### config.mk
export PLATFORM = sky130hd
export DESIGN_NAME = fill_bus_arbiter_flat
export DESIGN_NICKNAME = d
export VERILOG_FILES = /design/src/rtl/fill_bus_arbiter_if.sv /design/src/rtl/fill_bus_arbiter.sv /design/src/flat_wrapper.sv
export SDC_FILE = /design/constraint.sdc
export NUM_CORES = 1
export LEC_CHECK = 0
export CAP_MARGIN = 0
export CELL_PAD_IN_SITES_DETAIL_PLACEMENT = 0
export CELL_PAD_IN_SITES_GLOBAL_PLACEMENT = 1
export CORE_MARGIN = 1.5
export CORE_UTILIZATION = 26
export CTS_CLUSTER_DIAMETER = 30
export DETAILED_ROUTE_END_ITERATION = 8
export PLACE_DENSITY = 0.86
export SYNTH_ARGS = -nofsm -noshare
export SYNTH_HDL_FRONTEND = slang
export SYNTH_SLANG_ARGS = --single-unit
### constraint.sdc
create_clock -name clk -period 2.3 [get_ports clk]
set_clock_uncertainty 0.05 [all_clocks]
set_input_delay 0.345 -clock clk [delete_from_list [all_inputs] [get_ports clk]]
set_output_delay 0.345 -clock clk [all_outputs]
set_load 0.01 [all_outputs]
### src/rtl/fill_bus_arbiter_if.sv
// rtl/fill_bus_arbiter_if.sv - request, fill-field and output-beat bundle for fill_bus_arbiter
`timescale 1ns/1ps
interface fill_bus_arbiter_if #(
    parameter int WIDTH = 40,
    parameter int NREQ  = 4,
    parameter int LEN_W = 4
);
    logic [NREQ-1:0]       req;
    logic [2*NREQ-1:0]     mode;
    logic [2*NREQ-1:0]     lit;
    logic [NREQ-1:0]       bit_in;
    logic [LEN_W*NREQ-1:0] len;
    logic [NREQ-1:0]       grant;
    logic                  out_valid;
    logic                  out_ready;
    logic [WIDTH-1:0]      out_data;
    logic                  out_last;
    logic                  busy;

    modport master (
        output req, mode, lit, bit_in, len, out_ready,
        input  grant, out_valid, out_data, out_last, busy
    );

    modport slave (
        input  req, mode, lit, bit_in, len, out_ready,
        output grant, out_valid, out_data, out_last, busy
    );
endinterface

### src/rtl/fill_bus_arbiter.sv
// rtl/fill_bus_arbiter.sv - round-robin constant-fill burst arbiter; FILL_ARB_FIXED_PRIO_EN selects fixed priority
`timescale 1ns/1ps
module fill_bus_arbiter #(
    parameter int WIDTH = 40,
    parameter int NREQ  = 4,
    parameter int LEN_W = 4
) (
    input  logic             clk,
    input  logic             rst,
    fill_bus_arbiter_if.slave bus
);
    localparam int PTR_W = (NREQ > 1) ? $clog2(NREQ) : 1;

    typedef enum logic {IDLE, BURST} state_t;

    state_t           state;
    logic [LEN_W-1:0] cnt;
    logic [PTR_W-1:0] win;
    logic [1:0]       sel_mode;
    logic [1:0]       sel_lit;
    logic             sel_bit;
    logic [LEN_W-1:0] sel_len;
    logic [WIDTH-1:0] fill;

`ifdef FILL_ARB_FIXED_PRIO_EN
    always_comb begin
        win = '0;
        for (int i = NREQ - 1; i >= 0; i--) begin
            if (bus.req[i]) win = PTR_W'(i);
        end
    end
`else
    logic [PTR_W-1:0] ptr;
    logic [PTR_W-1:0] cand;
    logic             hit;

    // Search upward from the pointer with wrap; first set request wins.
    always_comb begin
        win  = '0;
        cand = '0;
        hit  = 1'b0;
        for (int k = 0; k < NREQ; k++) begin
            cand = PTR_W'((int'(ptr) + k) % NREQ);
            if (!hit && bus.req[cand]) begin
                win = cand;
                hit = 1'b1;
            end
        end
    end
`endif

    always_comb begin
        sel_mode = bus.mode[2*int'(win) +: 2];
        sel_lit  = bus.lit[2*int'(win) +: 2];
        sel_bit  = bus.bit_in[win];
        sel_len  = bus.len[LEN_W*int'(win) +: LEN_W];
        fill     = '0;
        case (sel_mode)
            2'b00:   fill = '0;
            2'b01:   fill = '1;
            2'b10:   fill = {{(WIDTH-2){sel_lit[1]}}, sel_lit};
            default: fill = {{(WIDTH-1){1'b0}}, sel_bit};
        endcase
    end

    always_ff @(posedge clk or posedge rst) begin
        if (rst) begin
            state         <= IDLE;
            cnt           <= '0;
            bus.grant     <= '0;
            bus.out_valid <= 1'b0;
            bus.out_data  <= '0;
            bus.out_last  <= 1'b0;
            bus.busy      <= 1'b0;
`ifndef FILL_ARB_FIXED_PRIO_EN
            ptr           <= '0;
`endif
        end else begin
            case (state)
                IDLE: begin
                    if (|bus.req) begin
                        state         <= BURST;
                        cnt           <= sel_len;
                        bus.grant     <= NREQ'(1) << win;
                        bus.out_valid <= 1'b1;
                        bus.out_data  <= fill;
                        bus.out_last  <= (sel_len == '0);
                        bus.busy      <= 1'b1;
`ifndef FILL_ARB_FIXED_PRIO_EN
                        ptr           <= (win == PTR_W'(NREQ - 1)) ? '0 : win + 1'b1;
`endif
                    end
                end
                BURST: begin
                    // Everything holds under backpressure; the word never changes mid-burst.
                    if (bus.out_ready) begin
                        if (bus.out_last) begin
                            state         <= IDLE;
                            bus.grant     <= '0;
                            bus.out_valid <= 1'b0;
                            bus.out_data  <= '0;
                            bus.out_last  <= 1'b0;
                            bus.busy      <= 1'b0;
                        end else begin
                            cnt          <= cnt - 1'b1;
                            bus.out_last <= (cnt == LEN_W'(1));
                        end
                    end
                end
                default: state <= IDLE;
            endcase
        end
    end
endmodule

### src/flat_wrapper.sv
// flat-port wrapper written by rule: the top's interface ports become plain ports
module fill_bus_arbiter_flat 
#(
    parameter int WIDTH = 40,
    parameter int NREQ  = 4,
    parameter int LEN_W = 4
)
  (clk, rst, bus_req, bus_mode, bus_lit, bus_bit_in, bus_len, bus_out_ready, bus_grant, bus_out_valid, bus_out_data, bus_out_last, bus_busy);
  fill_bus_arbiter_if #(.WIDTH(WIDTH), .NREQ(NREQ), .LEN_W(LEN_W)) bus_i ();
  input  logic clk;
  input  logic rst;
  input wire logic [$bits(bus_i.req)-1:0] bus_req;
  input wire logic [$bits(bus_i.mode)-1:0] bus_mode;
  input wire logic [$bits(bus_i.lit)-1:0] bus_lit;
  input wire logic [$bits(bus_i.bit_in)-1:0] bus_bit_in;
  input wire logic [$bits(bus_i.len)-1:0] bus_len;
  input wire logic [$bits(bus_i.out_ready)-1:0] bus_out_ready;
  output wire logic [$bits(bus_i.grant)-1:0] bus_grant;
  output wire logic [$bits(bus_i.out_valid)-1:0] bus_out_valid;
  output wire logic [$bits(bus_i.out_data)-1:0] bus_out_data;
  output wire logic [$bits(bus_i.out_last)-1:0] bus_out_last;
  output wire logic [$bits(bus_i.busy)-1:0] bus_busy;
  assign bus_i.req = bus_req;
  assign bus_i.mode = bus_mode;
  assign bus_i.lit = bus_lit;
  assign bus_i.bit_in = bus_bit_in;
  assign bus_i.len = bus_len;
  assign bus_i.out_ready = bus_out_ready;
  assign bus_grant = bus_i.grant;
  assign bus_out_valid = bus_i.out_valid;
  assign bus_out_data = bus_i.out_data;
  assign bus_out_last = bus_i.out_last;
  assign bus_busy = bus_i.busy;
  fill_bus_arbiter #(.WIDTH(WIDTH), .NREQ(NREQ), .LEN_W(LEN_W)) u_core (.clk(clk), .rst(rst), .bus(bus_i));
endmodule
==> run_results.csv, run 1 <==
group,metric,value,unit
final_layout,finalNetCount,275,
sta,tns,0,ps
logic_synthesis,synth_top_area_cell,"dfrtp_1",
worst_setup_path,crit_slowest_cell,"clkdlybuf4s50_1",
logic_synthesis,async_flop_share,100.0,%
worst_setup_path,critPathArrivalTime,2350,ps
worst_setup_path,worstPathBufferInverterCount,2,
clocking,tritoncts,"done",
clocking,htree_levels,1,
floorplanning,core,0.005473,mm2
global_routing,grt_use_total,10.95,%
placement,dp_slack,-216.9,ps
route,vias,1295,
power,p_total,2.311,mW
worst_setup_path,r2r_start,"u_core.ptr[1]",
power,leakagePower,0.9924,nW
run,drv_cap,0,
global_routing,grt_max_degree,40,
logic_synthesis,yosysSeqAreaShare,25.75,%
logic_synthesis,synth-edff-count,0,
logic_synthesis,ys_warn_count,0,
route,drt-total-wl,3.490,mm
logic_synthesis,synth_commonest_cells,"buf_4 (40), mux2i_1 (22), dfrtp_1 (15)",
clocking,clock-sinks,15,
sta,drv_slew,0,
placement,globalplace.congestion,0.7090,
sta,setup_ws,87.50,ps
sta,min_period,2213,ps
floorplanning,die-area,0.006065,mm2
logic_synthesis,synth_nets,210,
sta,fmax,452.0,MHz
global_routing,grt_pass1_wl,5.471,mm
final_layout,multi_input_area,711.9,um2
route,routedWlPerCell,11.75,um
worst_setup_path,rrSetupSlack,240,ps
floorplanning,die_h,77.88,um
worst_setup_path,path_common_cell,"mux2i_1",
power,powerDensity,1013,mW/mm2
worst_setup_path,crit_required,2440,ps
global_routing,antenna_found_initial,0,
sta,final-setup-viol-count,0,
worst_setup_path,r2r-end,"u_core.bus.out_last",
worst_setup_path,cp-start-kind,"input port",
clocking,cts_buffers,3,
final_layout,antenna_cells,0,
worst_setup_path,path_class,"input port to register",
placement,dpl_cell_area,0.002216,mm2
sta,rsz0062_at_grt,"no",
logic_synthesis,synth_area_per_cell,9.054,um2
worst_setup_path,slowest_delay,500,ps
final_layout,syn_to_final_growth,56.57,%
sta,whs,407.2,ps
worst_setup_path,reg2reg_depth,8,
placement,io_buffers,89,
final_layout,final-seq-area,375.4,um2
floorplanning,die_w,77.88,um
logic_synthesis,synth_top_area_share,25.75,%
route,initialDrtViolationCount,36,
worst_setup_path,critical_path_peak_fanout,12,
floorplanning,io_pins,90,
route,drc,0,
worst_setup_path,path_cells,"clkdlybuf4s50_1, a21boi_1, o32ai_1, a21oi_2, buf_12, mux2i_1, mux2i_1, nor3_1, a31o_1",
final_layout,drive_above_1_share,11.56,%
logic_synthesis,ys_top_cells_by_area,"dfrtp_1 (26%), buf_4 (21%), mux2i_1 (15%), ha_1 (5.2%), a21oi_1 (3.4%)",
global_routing,grt_pass1_vias,1184,
logic_synthesis,netlist_area,0.001458,mm2
logic_synthesis,synth.most_common_cell,"buf_4",
placement,placed_cells,291,
final_layout,fin_util,41.70,%
placement,dp_hpwl,2.764,mm
final_layout,final_cells,297,
route,ant_nets,0,
sta,fin_crit_sh,96.20,%
floorplanning,rows,27,
clocking,clk_path_buf_depth,2,
clocking,root_buffer,"clkbuf_8",
sta,hold_viol,0,
logic_synthesis,netlist_instances,161,
logic_synthesis,synth_seq_cells,15,
route,vias_per_cell,4.360,
logic_synthesis,ys_types,37,
clocking,cts_hold_buf,0,
global_routing,grt-ovfl-total,0,
final_layout,fill_cells,534,
clocking,worst_skew_pair.late_latency,250,ps
power,irDropWorstVdd,0.3112,mV
route,drt-pass1-iter-count,4,
logic_synthesis,synth_top_flop_cell,"dfrtp_1",
clocking,clk_pin_slew,60,ps
sta,worst_slew_pin_slew,582.2,ps
sta,max-slew-margin-rel,61.15,%
worst_setup_path,cp-end-kind,"register",
final_layout,postLayoutCellArea,0.002282,mm2
worst_setup_path,cp_top_family,"compound AO/OA/AOI/OAI gates",
hold_path,hp-class,"input port to async pin",
floorplanning,initial_core_util,26.63,%
run_status,status,"completed",
cells in the final DEF (no fill, tap or decap), types with 2 or more instances in the layout:
cell / Yosys / layout
dfrtp_1: 15 / 15
a21oi_1: 10 / 9
a31oi_1: 2 / 2
o21ai_0: 3 / 3
nor3_1: 2 / 2
nand2_1: 9 / 9
o21ai_1: 3 / 3
ha_1: 6 / 6
clkdlybuf4s50_1: 0 / 88
clkbuf_8: 0 / 3
a211oi_1: 3 / 3
inv_1: 9 / 9
a21oi_2: 1 / 2
nor2_1: 3 / 3
nand3_1: 3 / 3
nor2b_1: 4 / 4
nand2b_1: 2 / 2
a22o_1: 4 / 4
buf_4: 40 / 15
mux2i_1: 22 / 21
how the worst max path moves through the flow:
stage                              from                 endpoint  slack [ps]  cells after the start
after floorplan           u_core.ptr[1]  u_core.bus.out_data[38]         390                      7
after global placement       bus_req[0]      u_core.bus.out_last        -170                      9
after detailed placement     bus_req[0]      u_core.bus.out_last        -220                      9
after CTS                    bus_req[0]      u_core.bus.out_last          20                      9
after global routing         bus_req[1]      u_core.bus.out_last           2                      9
final                        bus_req[1]      u_core.bus.out_last          90                      9
report_power, final:
part	internal, mW	switching [mW]
logic	0.915	0.678
clock network	0.123	0.0913
registers	0.382	0.122
layer usage:
metal	track usage, %	part of all wire, %
met4	2.182	0.77
met2	19.04	47
met1	13.74	44
met3	2.471	8.4
met5	0	0
what timing repair did:
item,4_1_cts,5_1_grt
gates resized for setup,0,2
buffers inserted,0,2
endpoints found under the setup margin,0,5
layout make-up:
cell class	count	area share, %
Tap cell	72	3.947
Multi-Input combinational cell	92	31.20
Timing Repair Buffer	105	44.96
Inverter	9	1.480
Clock buffer	4	1.974
Sequential cell	15	16.45
registers in the layout, indices dropped and copies added (netlist names):
signal and count:
u_core.state 1, u_core.bus.grant 4, u_core.ptr 2, u_core.bus.out_last 1
u_core.bus.out_valid 1, u_core.bus.out_data 2, u_core.cnt 4
cell families after synthesis:
| kind of cell | Yosys count | share of synthesized area (%) |
|---|---|---|
| fa+ha+maj | 6 | 5.150 |
| compound gates | 35 | 17.00 |
| flops | 15 | 25.75 |
| buf+inv | 54 | 25.92 |
| mux | 24 | 16.91 |
| simple gates | 27 | 9.270 |
(Power assumes the default switching activity.)
==> inputs of run 2 (changes only) <==
Settings changed: CORE_MARGIN 1.5 to 2.
==> run 2 against run 1 <==
  * Die area rose by 2.6%
  * Register-to-register slack improved by 50 ps
  * Routed wire length rose by 5.8%
  * Via count rose by 0.69%
  * Cell count rose by 0.34%
  * Sequential power rose by 0.8%
  * Maximum frequency rose by 9.5%
  * Core utilization rose by 0.55 points
  * Sequential share of layout area fell by 0.21 points
==> run_results.csv, run 2 (same netlist as run 1, synthesis figures left out) <==
group,metric,value,unit
run_status,status,"completed",
worst_setup_path,cp-start-kind,"input port",
final_layout,postLayoutCellArea,0.002312,mm2
route,vias,1304,
placement,dp_slack,-202.4,ps
route,initialDrtViolationCount,35,
worst_setup_path,r2r-end,"u_core.bus.out_data[38]",
worst_setup_path,r2r_start,"u_core.ptr[1]",
worst_setup_path,crit_slowest_cell,"clkdlybuf4s50_1",
route,routedWlPerCell,12.39,um
final_layout,multi_input_area,719.4,um2
placement,placed_cells,294,
power,power_frac_seq,21.6,%
clocking,clk_pin_slew,70,ps
clocking,clock-sinks,15,
power,p_clk_share,9.3,%
worst_setup_path,critical_path_peak_fanout,6,
worst_setup_path,critPathArrivalTime,2100,ps
clocking,root_buffer,"clkbuf_8",
global_routing,grt_pass1_wl,5.816,mm
clocking,cts_buffers,3,
sta,tns,0,ps
final_layout,layout_common_cells,"clkdlybuf4s50_1 (87), mux2i_1 (22), buf_4 (15), dfrtp_1 (15)",
worst_setup_path,crit_required,2380,ps
final_layout,final_cells,298,
worst_setup_path,cp.depth,7,
clocking,clk_path_buf_depth,2,
sta,min_period,2020,ps
worst_setup_path,cp-end-kind,"register",
sta,rsz0062_at_grt,"no",
final_layout,fill_cells,556,
route,drc,0,
final_layout,antenna_cells,0,
floorplanning,die_h,78.88,um
final_layout,syn_to_final_growth,58.63,%
power,swShare,38.70,%
sta,hold_viol,0,
route,drt-total-wl,3.691,mm
power,leakagePower,1.014,nW
worst_setup_path,slowest_delay,520,ps
final_layout,layout_commonest_cell,"clkdlybuf4s50_1",
power,p_total,2.349,mW
floorplanning,die_w,78.88,um
sta,worst_slew_pin_slew,606.6,ps
placement,globalplace.congestion,0.7753,
worst_setup_path,critPathCapture,"u_core.bus.out_data[38]",
floorplanning,initial_core_util,26.63,%
global_routing,grt_pass1_vias,1252,
power,p_sw,0.9091,mW
power,powerDensity,1016,mW/mm2
power,combPwrFrac,69.1,%
final_layout,drive_above_1_share,12.39,%
global_routing,grt-ovfl-total,0,
clocking,tritoncts,"done",
worst_setup_path,critPathLaunch,"bus_req[3]",
global_routing,grt_max_degree,40,
worst_setup_path,path_cells,"clkdlybuf4s50_1, nor4_1, buf_4, nor2_1, a31oi_1, buf_4, a221o_1",
route,drt-pass1-iter-count,4,
sta,fin_crit_sh,87.81,%
hold_path,hp-class,"input port to async pin",
final_layout,top_regs,"u_core.bus.grant x4, u_core.cnt x4",
worst_setup_path,path_class,"input port to register",
clocking,cts_hold_buf,0,
clocking,htree_levels,1,
power,p_int,1.440,mW
placement,dpl_cell_area,0.002251,mm2
worst_setup_path,cp_top_family,"buffers and inverters",
worst_setup_path,worstPathBufferInverterCount,3,
sta,final-setup-viol-count,0,
worst_setup_path,rrSetupSlack,290,ps
floorplanning,die-area,0.006221,mm2
sta,drv_slew,0,
global_routing,grt_use_total,11.42,%
run,drv_cap,0,
worst_setup_path,reg2reg_depth,7,
sta,fmax,495.1,MHz
sta,max-slew-margin-rel,59.52,%
power,irDropWorstVdd,0.3440,mV
sta,setup_ws,280.3,ps
floorplanning,rows,27,
worst_setup_path,path_common_cell,"buf_4",
placement,dp_hpwl,2.960,mm
global_routing,antenna_found_initial,0,
final_layout,finalNetCount,276,
route,vias_per_cell,4.376,
final_layout,final-seq-area,375.4,um2
floorplanning,core,0.005473,mm2
clocking,worst_skew_pair.late_latency,240,ps
placement,io_buffers,89,
route,ant_nets,0,
floorplanning,io_pins,90,
-- run 2: cell count changes in the layout (fill, tap and decap cells not counted), sizes merged --
| cell | before | now |
|---|---|---|
| dlymetal6s2s | 1 | 2 |
| clkdlybuf4s50 | 88 | 87 |
| buf | 16 | 17 |
-- run 2: metal layers --
metal / vias to the layer above / GRT usage, % / wire, um
li1: 654 / - / -
met1: 599 / 14.51 / 1630
met2: 51 / 20.26 / 1790
met3: 0 / 2.614 / 271
met4: 0 / 1.552 / 0
met5: - / 0 / 0
-- run 2: through the flow --
step	hold slack (ps)	utilization, %
after detailed placement	432.5	41.13
after floorplan	196.5	-
after global routing	479.3	42.25
after global placement	431.9	41.13
after CTS	440.7	41.95
final	415.2	42.25
-- run 2: final cells by class --
type                            count  share of cell area (%)
Inverter                            9                   1.461
Sequential cell                    15                   16.23
Clock buffer                        4                   1.948
Tap cell                           72                   3.896
Timing Repair Buffer              106                   45.35
Multi-Input combinational cell     92                   31.11
-- run 2: timing repair --
item	4_1_cts	5_1_grt
setup buffers	0	0
setup endpoints to repair	0	4
gates resized for setup	0	4
hold endpoints to repair	0	0
-- run 2: worst reg2reg max path: cells and delay by family, from the launching register on --
kind,cells,cell delay [ps]
AOI/OAI and AO/OA,4,680
DFF,1,470
muxes,1,330
and+or+nand+nor,1,180
buffers and inverters,1,170
-- run 2: power groups by stage --
stage / combinational [mW] / clock (mW) / sequential [mW]
2_1_floorplan: 1.03 / 0 / 0.536
3_3_place_gp: 1.60 / 0 / 0.510
5_1_grt: 1.78 / 0.234 / 0.530
6_report: 1.62 / 0.218 / 0.508
3_5_place_dp: 1.63 / 0 / 0.507
4_1_cts: 1.64 / 0.223 / 0.505
-- run 2: how the worst min path moves through the flow --
stage	slack [ps]	start	endpoint	cells after the start
6_report	420	rst	u_core.bus.out_valid	2
5_1_grt	480	rst	u_core.bus.out_data[0]	2
4_1_cts	440	rst	u_core.bus.out_valid	2
3_5_place_dp	430	u_core.bus.out_data[0]	u_core.bus.out_data[0]	2
3_3_place_gp	430	u_core.bus.out_data[0]	u_core.bus.out_data[0]	2
2_1_floorplan	200	rst	u_core.bus.grant[0]	1
